$ cat config.mk
export PLATFORM = sky130hd
export DESIGN_NAME = proc_op_issuer
export DESIGN_NICKNAME = d
export VERILOG_FILES = /design/src/rtl/proc_issue_pkg.sv /design/src/rtl/issue_fifo.sv /design/src/rtl/proc_op_issuer.sv
export SDC_FILE = /design/constraint.sdc
export NUM_CORES = 1
export LEC_CHECK = 0
export CAP_MARGIN = 0
export CORE_MARGIN = 1
export CORE_UTILIZATION = 40
export DETAILED_ROUTE_END_ITERATION = 6
export PLACE_DENSITY = 0.72
export SLEW_MARGIN = 20
export SYNTH_ARGS = -nofsm -noshare
export SYNTH_HDL_FRONTEND = slang
export SYNTH_HIERARCHICAL = 1
export SYNTH_SLANG_ARGS = --single-unit
$ cat constraint.sdc
create_clock -name clk -period 7.3 [get_ports clk]
set_input_delay 1.825 -clock clk [delete_from_list [all_inputs] [get_ports clk]]
set_output_delay 1.825 -clock clk [all_outputs]
set_load 0.02 [all_outputs]
$ cat src/rtl/proc_issue_pkg.sv
// Shared opcodes, command record and FSM state type for the math-processor
// opcode issuer.
package proc_issue_pkg;

    localparam logic [5:0] OP_ADD    = 6'd0;
    localparam logic [5:0] OP_SUB    = 6'd1;
    localparam logic [5:0] OP_MUL    = 6'd2;
    localparam logic [5:0] OP_DIV    = 6'd3;
    localparam logic [5:0] OP_AND    = 6'd4;
    localparam logic [5:0] OP_OR     = 6'd5;
    localparam logic [5:0] OP_MREAD  = 6'd6;
    localparam logic [5:0] OP_MWRITE = 6'd7;
    localparam logic [5:0] OP_NOP    = 6'h3F;

    typedef enum logic {
        IDLE = 1'b0,
        EXEC = 1'b1
    } issue_state_t;

    typedef struct packed {
        logic [5:0]  opcode;
        logic [31:0] addr;
        logic [31:0] wdata;
    } issue_cmd_t;

endpackage

$ cat src/rtl/issue_fifo.sv
// Synchronous command FIFO with flush; no fall-through, so a pushed entry
// becomes visible at the head one cycle after the push.
module issue_fifo
    import proc_issue_pkg::*;
#(
    parameter int DEPTH = 8
) (
    input  logic       clk,
    input  logic       reset,
    input  logic       flush,
    input  logic       push,
    input  issue_cmd_t push_data,
    input  logic       pop,
    output issue_cmd_t head,
    output logic       full,
    output logic       empty
);

    localparam int AW = $clog2(DEPTH);

    // One extra pointer bit distinguishes full from empty.
    logic [AW:0] wr_ptr_q, wr_ptr_d;
    logic [AW:0] rd_ptr_q, rd_ptr_d;
    issue_cmd_t  mem_q [DEPTH];
    issue_cmd_t  mem_d [DEPTH];
    logic        push_en;
    logic        pop_en;

    assign empty   = (wr_ptr_q == rd_ptr_q);
    assign full    = (wr_ptr_q[AW] != rd_ptr_q[AW]) &&
                     (wr_ptr_q[AW-1:0] == rd_ptr_q[AW-1:0]);
    assign push_en = push && !full && !flush;
    assign pop_en  = pop && !empty && !flush;
    assign head    = mem_q[rd_ptr_q[AW-1:0]];

    always_comb begin
        wr_ptr_d = wr_ptr_q;
        rd_ptr_d = rd_ptr_q;
        if (flush) begin
            wr_ptr_d = '0;
            rd_ptr_d = '0;
        end else begin
            if (push_en) wr_ptr_d = wr_ptr_q + {{AW{1'b0}}, 1'b1};
            if (pop_en)  rd_ptr_d = rd_ptr_q + {{AW{1'b0}}, 1'b1};
        end
    end

    genvar gi;
    generate
        for (gi = 0; gi < DEPTH; gi++) begin : g_entry
            always_comb begin
                mem_d[gi] = mem_q[gi];
                if (push_en && (wr_ptr_q[AW-1:0] == AW'(gi))) mem_d[gi] = push_data;
            end

            always_ff @(posedge clk) begin
                mem_q[gi] <= mem_d[gi];
            end
        end
    endgenerate

    always_ff @(posedge clk) begin
        if (!reset) begin
            wr_ptr_q <= '0;
            rd_ptr_q <= '0;
        end else begin
            wr_ptr_q <= wr_ptr_d;
            rd_ptr_q <= rd_ptr_d;
        end
    end

endmodule

$ cat src/rtl/proc_op_issuer.sv
// Host-side issuer: queues commands, presents each opcode to the processor for
// a single cycle with NOPs in between, and returns the sampled results.
module proc_op_issuer
    import proc_issue_pkg::*;
#(
    parameter int         FIFO_DEPTH = 8,
    parameter int         ISSUE_GAP  = 1,
    parameter int         CNT_W      = 16,
    parameter logic [5:0] NOP_OPCODE = OP_NOP
) (
    input  logic             clk,
    input  logic             reset,
    input  logic             flush,
    input  logic             cmd_valid,
    output logic             cmd_ready,
    input  logic [5:0]       cmd_opcode,
    input  logic [31:0]      cmd_addr,
    input  logic [31:0]      cmd_wdata,
    output logic             rsp_valid,
    input  logic             rsp_ready,
    output logic [5:0]       rsp_opcode,
    output logic [31:0]      rsp_result,
    output logic [31:0]      rsp_mem_data,
    output logic [CNT_W-1:0] rsp_tag,
    output logic [5:0]       proc_opcode,
    output logic [31:0]      proc_addr,
    output logic [31:0]      proc_write_data,
    input  logic [31:0]      proc_result,
    input  logic [31:0]      proc_memory_data,
    output logic             busy,
    output logic [CNT_W-1:0] issued_count
);

    localparam int GAP_W = (ISSUE_GAP > 1) ? $clog2(ISSUE_GAP) : 1;

    issue_state_t     state_q, state_d;
    logic [5:0]       proc_opcode_q, proc_opcode_d;
    logic [31:0]      proc_addr_q, proc_addr_d;
    logic [31:0]      proc_wdata_q, proc_wdata_d;
    logic             rsp_valid_q, rsp_valid_d;
    logic [5:0]       rsp_opcode_q, rsp_opcode_d;
    logic [31:0]      rsp_result_q, rsp_result_d;
    logic [31:0]      rsp_mem_q, rsp_mem_d;
    logic [CNT_W-1:0] rsp_tag_q, rsp_tag_d;
    logic [CNT_W-1:0] issued_count_q, issued_count_d;
    logic [GAP_W-1:0] gap_cnt_q, gap_cnt_d;

    issue_cmd_t fifo_in;
    issue_cmd_t fifo_head;
    logic       fifo_full;
    logic       fifo_empty;
    logic       fifo_pop;

    assign fifo_in = '{opcode: cmd_opcode, addr: cmd_addr, wdata: cmd_wdata};

    issue_fifo #(
        .DEPTH (FIFO_DEPTH)
    ) u_fifo (
        .clk       (clk),
        .reset     (reset),
        .flush     (flush),
        .push      (cmd_valid),
        .push_data (fifo_in),
        .pop       (fifo_pop),
        .head      (fifo_head),
        .full      (fifo_full),
        .empty     (fifo_empty)
    );

    always_comb begin
        state_d        = state_q;
        proc_opcode_d  = proc_opcode_q;
        proc_addr_d    = proc_addr_q;
        proc_wdata_d   = proc_wdata_q;
        rsp_valid_d    = rsp_valid_q;
        rsp_opcode_d   = rsp_opcode_q;
        rsp_result_d   = rsp_result_q;
        rsp_mem_d      = rsp_mem_q;
        rsp_tag_d      = rsp_tag_q;
        issued_count_d = issued_count_q;
        gap_cnt_d      = gap_cnt_q;
        fifo_pop       = 1'b0;

        if (rsp_valid_q && rsp_ready) rsp_valid_d = 1'b0;

        unique case (state_q)
            IDLE: begin
                if (gap_cnt_q != '0) begin
                    gap_cnt_d = gap_cnt_q - {{(GAP_W-1){1'b0}}, 1'b1};
                end else if (!fifo_empty && (!rsp_valid_q || rsp_ready) && !flush) begin
                    // Only issue when the response slot is free by the time EXEC ends.
                    fifo_pop      = 1'b1;
                    proc_opcode_d = fifo_head.opcode;
                    proc_addr_d   = fifo_head.addr;
                    proc_wdata_d  = fifo_head.wdata;
                    state_d       = EXEC;
                end
            end
            EXEC: begin
                rsp_valid_d    = 1'b1;
                rsp_opcode_d   = proc_opcode_q;
                rsp_result_d   = proc_result;
                rsp_mem_d      = proc_memory_data;
                rsp_tag_d      = issued_count_q;
                issued_count_d = issued_count_q + {{(CNT_W-1){1'b0}}, 1'b1};
                proc_opcode_d  = NOP_OPCODE;
                gap_cnt_d      = GAP_W'(ISSUE_GAP - 1);
                state_d        = IDLE;
            end
            default: state_d = IDLE;
        endcase
    end

    always_ff @(posedge clk) begin
        if (!reset) begin
            state_q        <= IDLE;
            proc_opcode_q  <= NOP_OPCODE;
            proc_addr_q    <= '0;
            proc_wdata_q   <= '0;
            rsp_valid_q    <= 1'b0;
            rsp_opcode_q   <= '0;
            rsp_result_q   <= '0;
            rsp_mem_q      <= '0;
            rsp_tag_q      <= '0;
            issued_count_q <= '0;
            gap_cnt_q      <= '0;
        end else begin
            state_q        <= state_d;
            proc_opcode_q  <= proc_opcode_d;
            proc_addr_q    <= proc_addr_d;
            proc_wdata_q   <= proc_wdata_d;
            rsp_valid_q    <= rsp_valid_d;
            rsp_opcode_q   <= rsp_opcode_d;
            rsp_result_q   <= rsp_result_d;
            rsp_mem_q      <= rsp_mem_d;
            rsp_tag_q      <= rsp_tag_d;
            issued_count_q <= issued_count_d;
            gap_cnt_q      <= gap_cnt_d;
        end
    end

    assign cmd_ready       = !fifo_full;
    assign rsp_valid       = rsp_valid_q;
    assign rsp_opcode      = rsp_opcode_q;
    assign rsp_result      = rsp_result_q;
    assign rsp_mem_data    = rsp_mem_q;
    assign rsp_tag         = rsp_tag_q;
    assign proc_opcode     = proc_opcode_q;
    assign proc_addr       = proc_addr_q;
    assign proc_write_data = proc_wdata_q;
    assign issued_count    = issued_count_q;
    assign busy            = !fifo_empty || (state_q == EXEC) || rsp_valid_q;

endmodule

==> flow_summary.yaml, run 1 <==
routing:
  drtIter0Drc: 990
  post_drt_wl_per_cell_um: 21.57
  routed_wl_mm: 62.05
  via_count: 14760
  vias_per_cell: 5.131
  drc: 0
  drtPass1Iterations: 4
  final_antenna_net_count: 0
sta:
  whs_ns: 0.4532
  rsz0062_at_grt: "no"
  timing.setup.tns_ns: 0
  period_minus_slack_ns: 4.679
  min_period_over_period_pct: 64.10
  fin_skew_ns: 0.02165
  drv_slew: 0
  relSlewSlack_pct: 31.81
  finalSetupViolations: 0
  final_hold_viol_count: 0
  clock.fmax_mhz: 213.7
  worstMarginPinSlew_ns: 1.023
die:
  core-area_sq_mm: 0.06883
  io_pins: 314
  die_x_um: 266.2
  start_util_pct: 40.58
  rows: 96
  fp.dieH_um: 266.2
  dieArea_sq_mm: 0.07088
worst_setup_path:
  cp.arrival_ns: 2.85
  path_max_fanout: 9
  endpoint_kind: "primary output"
  crit_path_start_kind: "flip-flop"
  critical_path_class: "reg -> out"
  crit_required_ns: 5.48
cells_and_area:
  syn2layout_area_growth_pct: 24.03
  drive_gt1_share_pct: 18.72
  utilization_pct: 50.33
  layout_common_cells: "edfxtp_1, clkdlybuf4s50_1, dfxtp_1, nand2_1, mux4_2"
  final_common_cell: "edfxtp_1"
  nets: 2024
clock_tree:
  cts_root_buf: "clkbuf_16"
  htreeDepth: 3
  cts.sinks: 745
  cts_tree: "done"
  clock_latency_ns: 0.62
  cts_resized: 0
  post_cts.repair.setup_buffers: 0
  clockBufferDepth: 3
  path_clk_slew_ns: 0.06
  postCtsHoldBufs: 0
  numCtsBuffers: 75
global_routing:
  grt_max_degree: 128
  grt_pass1_vias: 15270
  grt_pass1_wl_mm: 92.91
  antenna_found_initial: 11
  overflow: 0
  track_usage_pct: 17.48
yosys:
  synth_cell_types: 39
  synthTopCellsByArea: "edfxtp_1, dfxtp_1, mux4_2"
  synth_seq_area_share_pct: 73.47
  avgSynthCellArea_sq_um: 17.89
  synthFlopType: "edfxtp_1"
  synthCells: 1561
  synth_top_area_share_pct: 60.21
  synth_top_cell_by_area: "edfxtp_1"
  synth_area_sq_mm: 0.02793
  synth_edf_count: 560
  ys_warn_count: 6
  synthArstFlopShare_pct: 0
  synth_nets: 1708
  ys_ff_latch: 745
power:
  pwr-share-seq_pct: 50.9
  power_switching_mw: 1.859
  p_clk_share_pct: 44.8
  power_frac_comb_pct: 4.3
  intPower_mw: 7.262
  p_per_area_mw_per_mm2: 263.3
  ir_worst_vdd_mv: 0.1401
  power_leakage_nw: 10.86
  switching_share_pct: 20.38
run:
  cap_violations: 0
place:
  gp_congestion: 0.7567
  dp_hpwl_mm: 37.48
  portBuffers: 313
hold_path:
  hold_path.class: "reg -> reg"
status:
  outcome: "completed"
==> routing by layer <==
layer	vias up	GRT usage, %	wire [um]
met3	77	4.612	4595
met1	7504	21.50	25280
met2	520	29.81	30840
met5	-	0	47
li1	6654	-	-
met4	8	5.809	1290
==> Yosys cell counts, types with 13 or more instances <==
master / number
dfxtp_1: 185
nand2_1: 145
edfxtp_1: 560
mux2_2: 70
clkbuf_1: 32
buf_2: 32
mux4_2: 140
buf_6: 18
nor2_1: 116
mux2i_1: 88
xor2_1: 13
a21oi_1: 70
==> power groups by stage <==
stage / clock, mW / sequential [mW] / combinational, mW
after floorplan: 0 / 4.76 / 0.148
after global placement: 0 / 4.73 / 0.384
after detailed placement: 0 / 4.73 / 0.394
after CTS: 4.19 / 4.64 / 0.397
after global routing: 4.35 / 4.64 / 0.420
final: 4.09 / 4.64 / 0.391
==> sequential cells by signal (all words and copies together), names as in the netlist, named ones only <==
name             flops
rsp_result          32
rsp_mem_data        32
u_fifo/wr_ptr_q      4
proc_write_data     32
issued_count        16
state_q              1
rsp_opcode           6
u_fifo/mem_q       560
proc_opcode          6
proc_addr           32
u_fifo/rd_ptr_q      4
rsp_valid            1
rsp_tag             16
==> per-stage QoR <==
stage               power, mW  cells  worst slack [ns]  cell area (sq um)
floorplan               4.904   1561             1.704              27930
global placement        5.113   2730             1.898              31910
detailed placement      5.126   2731             2.442              31940
CTS                     9.225   2870             2.598              34620
global route            9.410   2874             2.444              34630
finish                  9.121   2877             2.621              34640
==> critical path, cell delays in order, from the launching register on <==
cell and delay, ns:
dfxtp_1 0.66, xnor2_1 0.30, nand3_1 0.21, nor2_1 0.33, nand2_1 0.16, clkdlybuf4s50_1 0.59
==> cell type report <==
cell class | count | area, sq um
sequential | 745 | 20530
inverter | 10 | 47.55
fill | 5555 | 34180
multi-input combinational | 717 | 6914
tap | 931 | 1165
antenna | 7 | 17.52
clock buffer | 100 | 2093
timing repair buffer | 328 | 3282
clock inverter | 39 | 588.1
==> path summary, 6_finish.rpt <==
check / startpoint / to / slack (ns) / cells after the start
min reg2reg: proc_addr[30] / proc_addr[30] / 0.45 / 2
min: proc_addr[30] / proc_addr[30] / 0.45 / 2
max: u_fifo/wr_ptr_q[2] / busy / 2.62 / 5
max reg2reg: u_fifo/wr_ptr_q[2] / flip-flop / 3.44 / 9
==> kinds of logic (layout without fill, tap and decap cells) <==
kind of cell / Yosys count / count (layout) / synth area share [%]
AOI/OAI and AO/OA: 89 / 89 / 1.846
xor gates and xnor gates: 22 / 22 / 0.6899
DFF: 745 / 745 / 73.47
buffers and inverters: 99 / 477 / 1.971
other: 0 / 7 / 0
and+or+nand+nor: 300 / 300 / 4.399
adders and majority gates: 8 / 8 / 0.3584
muxes: 298 / 298 / 17.27
No activity file was read; power rests on OpenSTA's default activity.
==> inputs of run 2 (changes only) <==
Clock period 7.3 ns to 4.45 ns, I/O delays scaled along.
==> run 2 against run 1 <==
Compared with the run above: clock power rose by 60%; die area did not move; register-to-register slack got worse by 2.0 ns; clock skew rose by 0.0053 ns; total power rose by 62%; count of clock-buffer cells in the layout rose by 1; largest power group unchanged.
==> flow_summary.yaml, run 2 (synthesis results as in run 1) <==
sta:
  min_period_over_period_pct: 87.22
  clock.fmax_mhz: 257.7
  worstMarginPinSlew_ns: 1.016
  relSlewSlack_pct: 32.29
  rsz0062_at_grt: "no"
  worst_slack_ns: 0.5689
  final_hold_viol_count: 0
  fin_skew_ns: 0.02696
  period_minus_slack_ns: 3.881
  finalSetupViolations: 0
  drv_slew: 0
  whs_ns: 0.4540
clock_tree:
  clockBufferDepth: 3
  postCtsHoldBufs: 0
  cts.sinks: 745
  cts_root_buf: "clkbuf_16"
  path_clk_slew_ns: 0.06
  post_cts.repair.setup_buffers: 0
  cts_resized: 0
  cts_tree: "done"
  numCtsBuffers: 79
  clock_latency_ns: 0.63
  htreeDepth: 3
place:
  dp_hpwl_mm: 38.07
  portBuffers: 313
  gp_congestion: 0.7537
  dpl_worst_slack_ns: 0.9874
power:
  power_leakage_nw: 10.93
  intPower_mw: 11.70
  power_switching_mw: 3.111
  switching_share_pct: 21.00
  p_clk_share_pct: 44.3
  pwr-share-seq_pct: 51.4
  ir_worst_vdd_mv: 0.3076
  p_per_area_mw_per_mm2: 426.0
  power_frac_comb_pct: 4.4
cells_and_area:
  nets: 2042
  syn2layout_area_growth_pct: 24.49
  largest_reg_flops: 560
  final_common_cell: "edfxtp_1"
  utilization_pct: 50.52
  n_fill_cell: 5553
  layout_common_cells: "edfxtp_1, clkdlybuf4s50_1, dfxtp_1, nand2_1, mux4_2"
  multi_input_area_sq_mm: 0.006914
  regArea_sq_mm: 0.02053
  top_register: "u_fifo/mem_q"
  drive_gt1_share_pct: 19.48
routing:
  drtIter0Drc: 855
  drc: 0
  vias_per_cell: 5.111
  via_count: 14790
  post_drt_wl_per_cell_um: 21.78
  drtPass1Iterations: 5
  routed_wl_mm: 63.02
  final_antenna_net_count: 0
worst_setup_path:
  rr_worst_depth: 8
  reg2reg_from: "u_fifo/wr_ptr_q[2]"
  crit_start: "u_fifo/wr_ptr_q[2]"
  crit_required_ns: 3.34
  critical_path_class: "reg -> out"
  reg2reg_setup_slack_ns: 1.45
  path_max_fanout: 9
  cp.arrival_ns: 2.77
  endpoint_kind: "primary output"
  crit_path_start_kind: "flip-flop"
global_routing:
  antenna_found_initial: 11
  track_usage_pct: 17.76
  grt_pass1_wl_mm: 93.90
  grt_max_degree: 78
  overflow: 0
  grt_pass1_vias: 15430
hold_path:
  min_from: "proc_write_data[21]"
  min_path_cells: 2
  hold_path.class: "reg -> reg"
die:
  dieArea_sq_mm: 0.07088
  die_x_um: 266.2
  io_pins: 314
  core-area_sq_mm: 0.06883
  start_util_pct: 40.58
  fp.dieH_um: 266.2
  rows: 96
status:
  outcome: "completed"
run:
  cap_violations: 0
## run 2: changes by cell type in the layout (fill, tap and decap cells not counted), sizes merged
cell	before	now
diode	7	1
bufinv	12	6
buf	15	29
clkbuf	100	101
inv	14	16
clkinv	20	29
clkinvlp	3	5
## run 2: area by class of cell
cell class                 instances  share of cell area, %
multi-input combinational        717                  19.89
timing repair buffer             342                  9.997
sequential                       745                  59.06
clock buffer                     101                  6.229
tap                              931                  3.350
inverter                          10                 0.1260
clock inverter                    46                  1.342
antenna                            1               0.007197
## run 2: final timing paths
| kind | end |
|---|---|
| worst max register to register | proc_addr[19] |
| worst max-delay path | busy |
| worst min register to register | proc_write_data[21] |
| worst min-delay path | proc_write_data[21] |
## run 2: worst max-delay path, cell delays in order (launching register included)
cell	delay [ns]
dfxtp_1	0.64
xnor2_1	0.29
nand3_1	0.20
nor2_1	0.28
nand2_1	0.14
clkdlybuf4s50_1	0.60
## run 2: power groups by stage
stage                     combinational (mW)  sequential (mW)  clock (mW)
after CTS                              0.658             7.61        6.73
after floorplan                        0.243             7.80           0
after detailed placement               0.655             7.76           0
after global routing                   0.699             7.61        6.98
after global placement                 0.640             7.75           0
final                                  0.647             7.61        6.56
## run 2: per-layer routing
metal	up-vias	GRT usage [%]	wire length [um]
li1	6700	-	-
met1	7447	21.84	25240
met2	498	30.10	31260
met3	122	4.797	4862
met4	20	6.135	1509
met5	-	0	147
## run 2: through the flow
| step | setup TNS [ns] | cells | area [sq um] | power [mW] |
|---|---|---|---|---|
| detailed placement | 0 | 2745 | 32130 | 8.413 |
| finish | 0 | 2893 | 34770 | 14.81 |
| global placement | 0 | 2745 | 32130 | 8.392 |
| floorplan | -121.29 | 1561 | 27930 | 8.045 |
| global route | 0 | 2893 | 34770 | 15.29 |
| CTS | 0 | 2892 | 34770 | 15.00 |
==> RTL change, RTL diff (flow settings as in run 1) <==
Change the parameter `FIFO_DEPTH` from 8 to 4.
--- a/src/rtl/proc_op_issuer.sv
+++ b/src/rtl/proc_op_issuer.sv
@@ -3,7 +3,7 @@
 module proc_op_issuer
     import proc_issue_pkg::*;
 #(
-    parameter int         FIFO_DEPTH = 8,
+    parameter int         FIFO_DEPTH = 4,
     parameter int         ISSUE_GAP  = 1,
     parameter int         CNT_W      = 16,
     parameter logic [5:0] NOP_OPCODE = OP_NOP
Formal check against the unedited RTL: no difference found for any inputs over 4 cycles, from zero or initial values and one cycle with reset low; that may be too few to reach the edited logic, so the function may still have changed.
==> RTL change against run 1 <==
Final cell count is 31% lower. Die area is 39% lower. Sequential cell count is 283 lower. Largest power group unchanged. Highest routed layer unchanged. Final area is 36% lower. Total power is 39% lower. Area after synthesis is 40% lower. Register-to-register slack better by 0.05 ns. Global-route usage is 0.35 points higher. Wire length is 39% lower. Setup slack better by 0.068 ns.
==> RTL change: results (changes against run 1) <==
* Status: finished, final reports clean (unchanged)
* FFs w/ async S/R, synth at 0% (unchanged)
* Antenna violations before repair at 5 (was 11)
* Top sig layer: met5 (unchanged)
* Drt via density at 5.066 (was 5.131)
* First-pass GRT wire length at 59000 µm (was 92910 µm)
* WL met2 at 18870 µm (was 30840 µm)
* Initial DRC count at 557 (was 990)
* Met3 usage at 5.159% (was 4.612%)
* Met2 Resource Use GR at 31.07% (was 29.81%)
* Skew final at 0.01366 ns (was 0.02165 ns)
* Total CTS buffers at 48 (was 75)
* Peak VDD IR at 0.2469 mV (was 0.1401 mV)
* Placed Cells incl. Taps at 1893 (was 2731)
* Metal3 WL at 2917 µm (was 4595 µm)
* Met1 GRT Util at 21.18% (was 21.50%)
* Clock Tree Buf Depth at 3 (unchanged)
* Share of cells above drive strength 1 at 11.40% (was 18.72%)
* Routed via count at 10040 (was 14763)
* I/O Buffers at 313 (unchanged)
* Hold Path Origin: proc_write_data[2]$_SDFFE_PN0P_ (was proc_addr[30]$_SDFFE_PN0P_)
* Clk_lat worst skew at 0.58 ns (was 0.62 ns)
* Drt total wl at 38060 µm (was 62050 µm)
* Register area share after synthesis at 71.50% (was 73.47%)
* Mean Syn Cell Area at 15.31 µm² (was 17.89 µm²)
* Commonest cells in the netlist: edfxtp_1, dfxtp_1, nand2_1 (unchanged)
* GPL Wtd Cong at 0.7867 (was 0.7567)
* Max FFs per register at 280 (was 560)
* Worst path arrival time at 5.06 ns (was 2.85 ns)
* Nets at 1556 (was 2024)
* Clock tree root buffer cell: clkbuf_16 (unchanged)
* Overall routing resource usage at 17.82% (was 17.48%)
* Largest net degree at the start of global routing at 99 (was 128)
* R2r startpoint: u_fifo/wr_ptr_q[1]$_SDFFE_PP0P_ (was u_fifo/wr_ptr_q[2]$_SDFFE_PP0P_)
* Reg2Reg Setup Slack at 3.49 ns (was 3.44 ns)
* Filler Cells Inserted at 3404 (was 5555)
* Post-CTS setup buffers at 0 (unchanged)
* Number of synthesized flops with an enable pin at 280 (was 560)
* Synth top area cells: edfxtp_1, dfxtp_1, mux4_2 (unchanged)
* H-tree depth at 2 (was 3)
* Hpwl dp at 23500 µm (was 37480 µm)
* CP Launch Point: flush (was u_fifo/wr_ptr_q[2]$_SDFFE_PP0P_)
* Synth cell types at 44 (was 39)
* Max FO, Critical Path at 65 (was 9)
* Relative slew slack at 36.43% (was 31.81%)
* Syn nets at 1246 (was 1708)
* Leakage at 7.081 nW (was 10.86 nW)
* Max Clk Rate at 216.8 MHz (was 213.7 MHz)
* Setup Crit Path Kind: input pin to flop (was flop to primary output)
* DRT met1 WL at 15340 µm (was 25280 µm)
* Detailed Routing Iterations Pass 1 at 5 (was 4)
* Worst Hold End: proc_write_data[2]$_SDFFE_PN0P_ (was proc_addr[30]$_SDFFE_PN0P_)
==> RTL change: worst max-delay path, cell delays in order <==
cell,delay (ns)
clkdlybuf4s50_1,0.57
or4_4,0.93
inv_2,0.77
buf_4,0.54
nand2b_1,0.10
a21oi_1,0.16
a31oi_1,0.11
==> RTL change: stage by stage <==
stage	hold slack (ns)	utilization [%]	cell area [µm²]	setup slack [ns]	power, W
2_1_floorplan	0.4946	-	16850	3.211	0.003046
3_3_place_gp	0.4410	49.62	20440	2.072	0.003220
3_5_place_dp	0.4458	49.62	20440	2.063	0.003229
4_1_cts	0.4545	53.46	22030	2.667	0.005652
5_1_grt	0.4700	53.46	22030	2.478	0.005771
6_report	0.4518	53.47	22030	2.688	0.005567
==> RTL change: power breakdown <==
part           internal [W]  total, W  switching, W
sequential          0.00282   0.00285     0.0000280
clock               0.00141   0.00240      0.000984
combinational      0.000159  0.000319      0.000160
==> RTL change: layout make-up <==
| cell class | count | area (µm²) | share of cell area (%) |
|---|---|---|---|
| sequential | 462 | 12060 | 54.75 |
| antenna | 2 | 5.005 | 0.02272 |
| clock inverter | 16 | 171.4 | 0.7781 |
| multi-input combinational | 567 | 4468 | 20.28 |
| clock buffer | 71 | 1411 | 6.406 |
| tap | 532 | 665.6 | 3.021 |
| timing repair buffer | 323 | 3208 | 14.56 |
| inverter | 9 | 38.79 | 0.1761 |
==> RTL change: cells by family after synthesis <==
kind of cell               share of synthesized area (%)
and+or+nand+nor                                    7.401
AOI/OAI and AO/OA                                  3.155
adders and majority gates                         0.4454
DFF                                                71.50
muxes                                              14.52
xor gates and xnor gates                          0.8834
buffers and inverters                              2.093
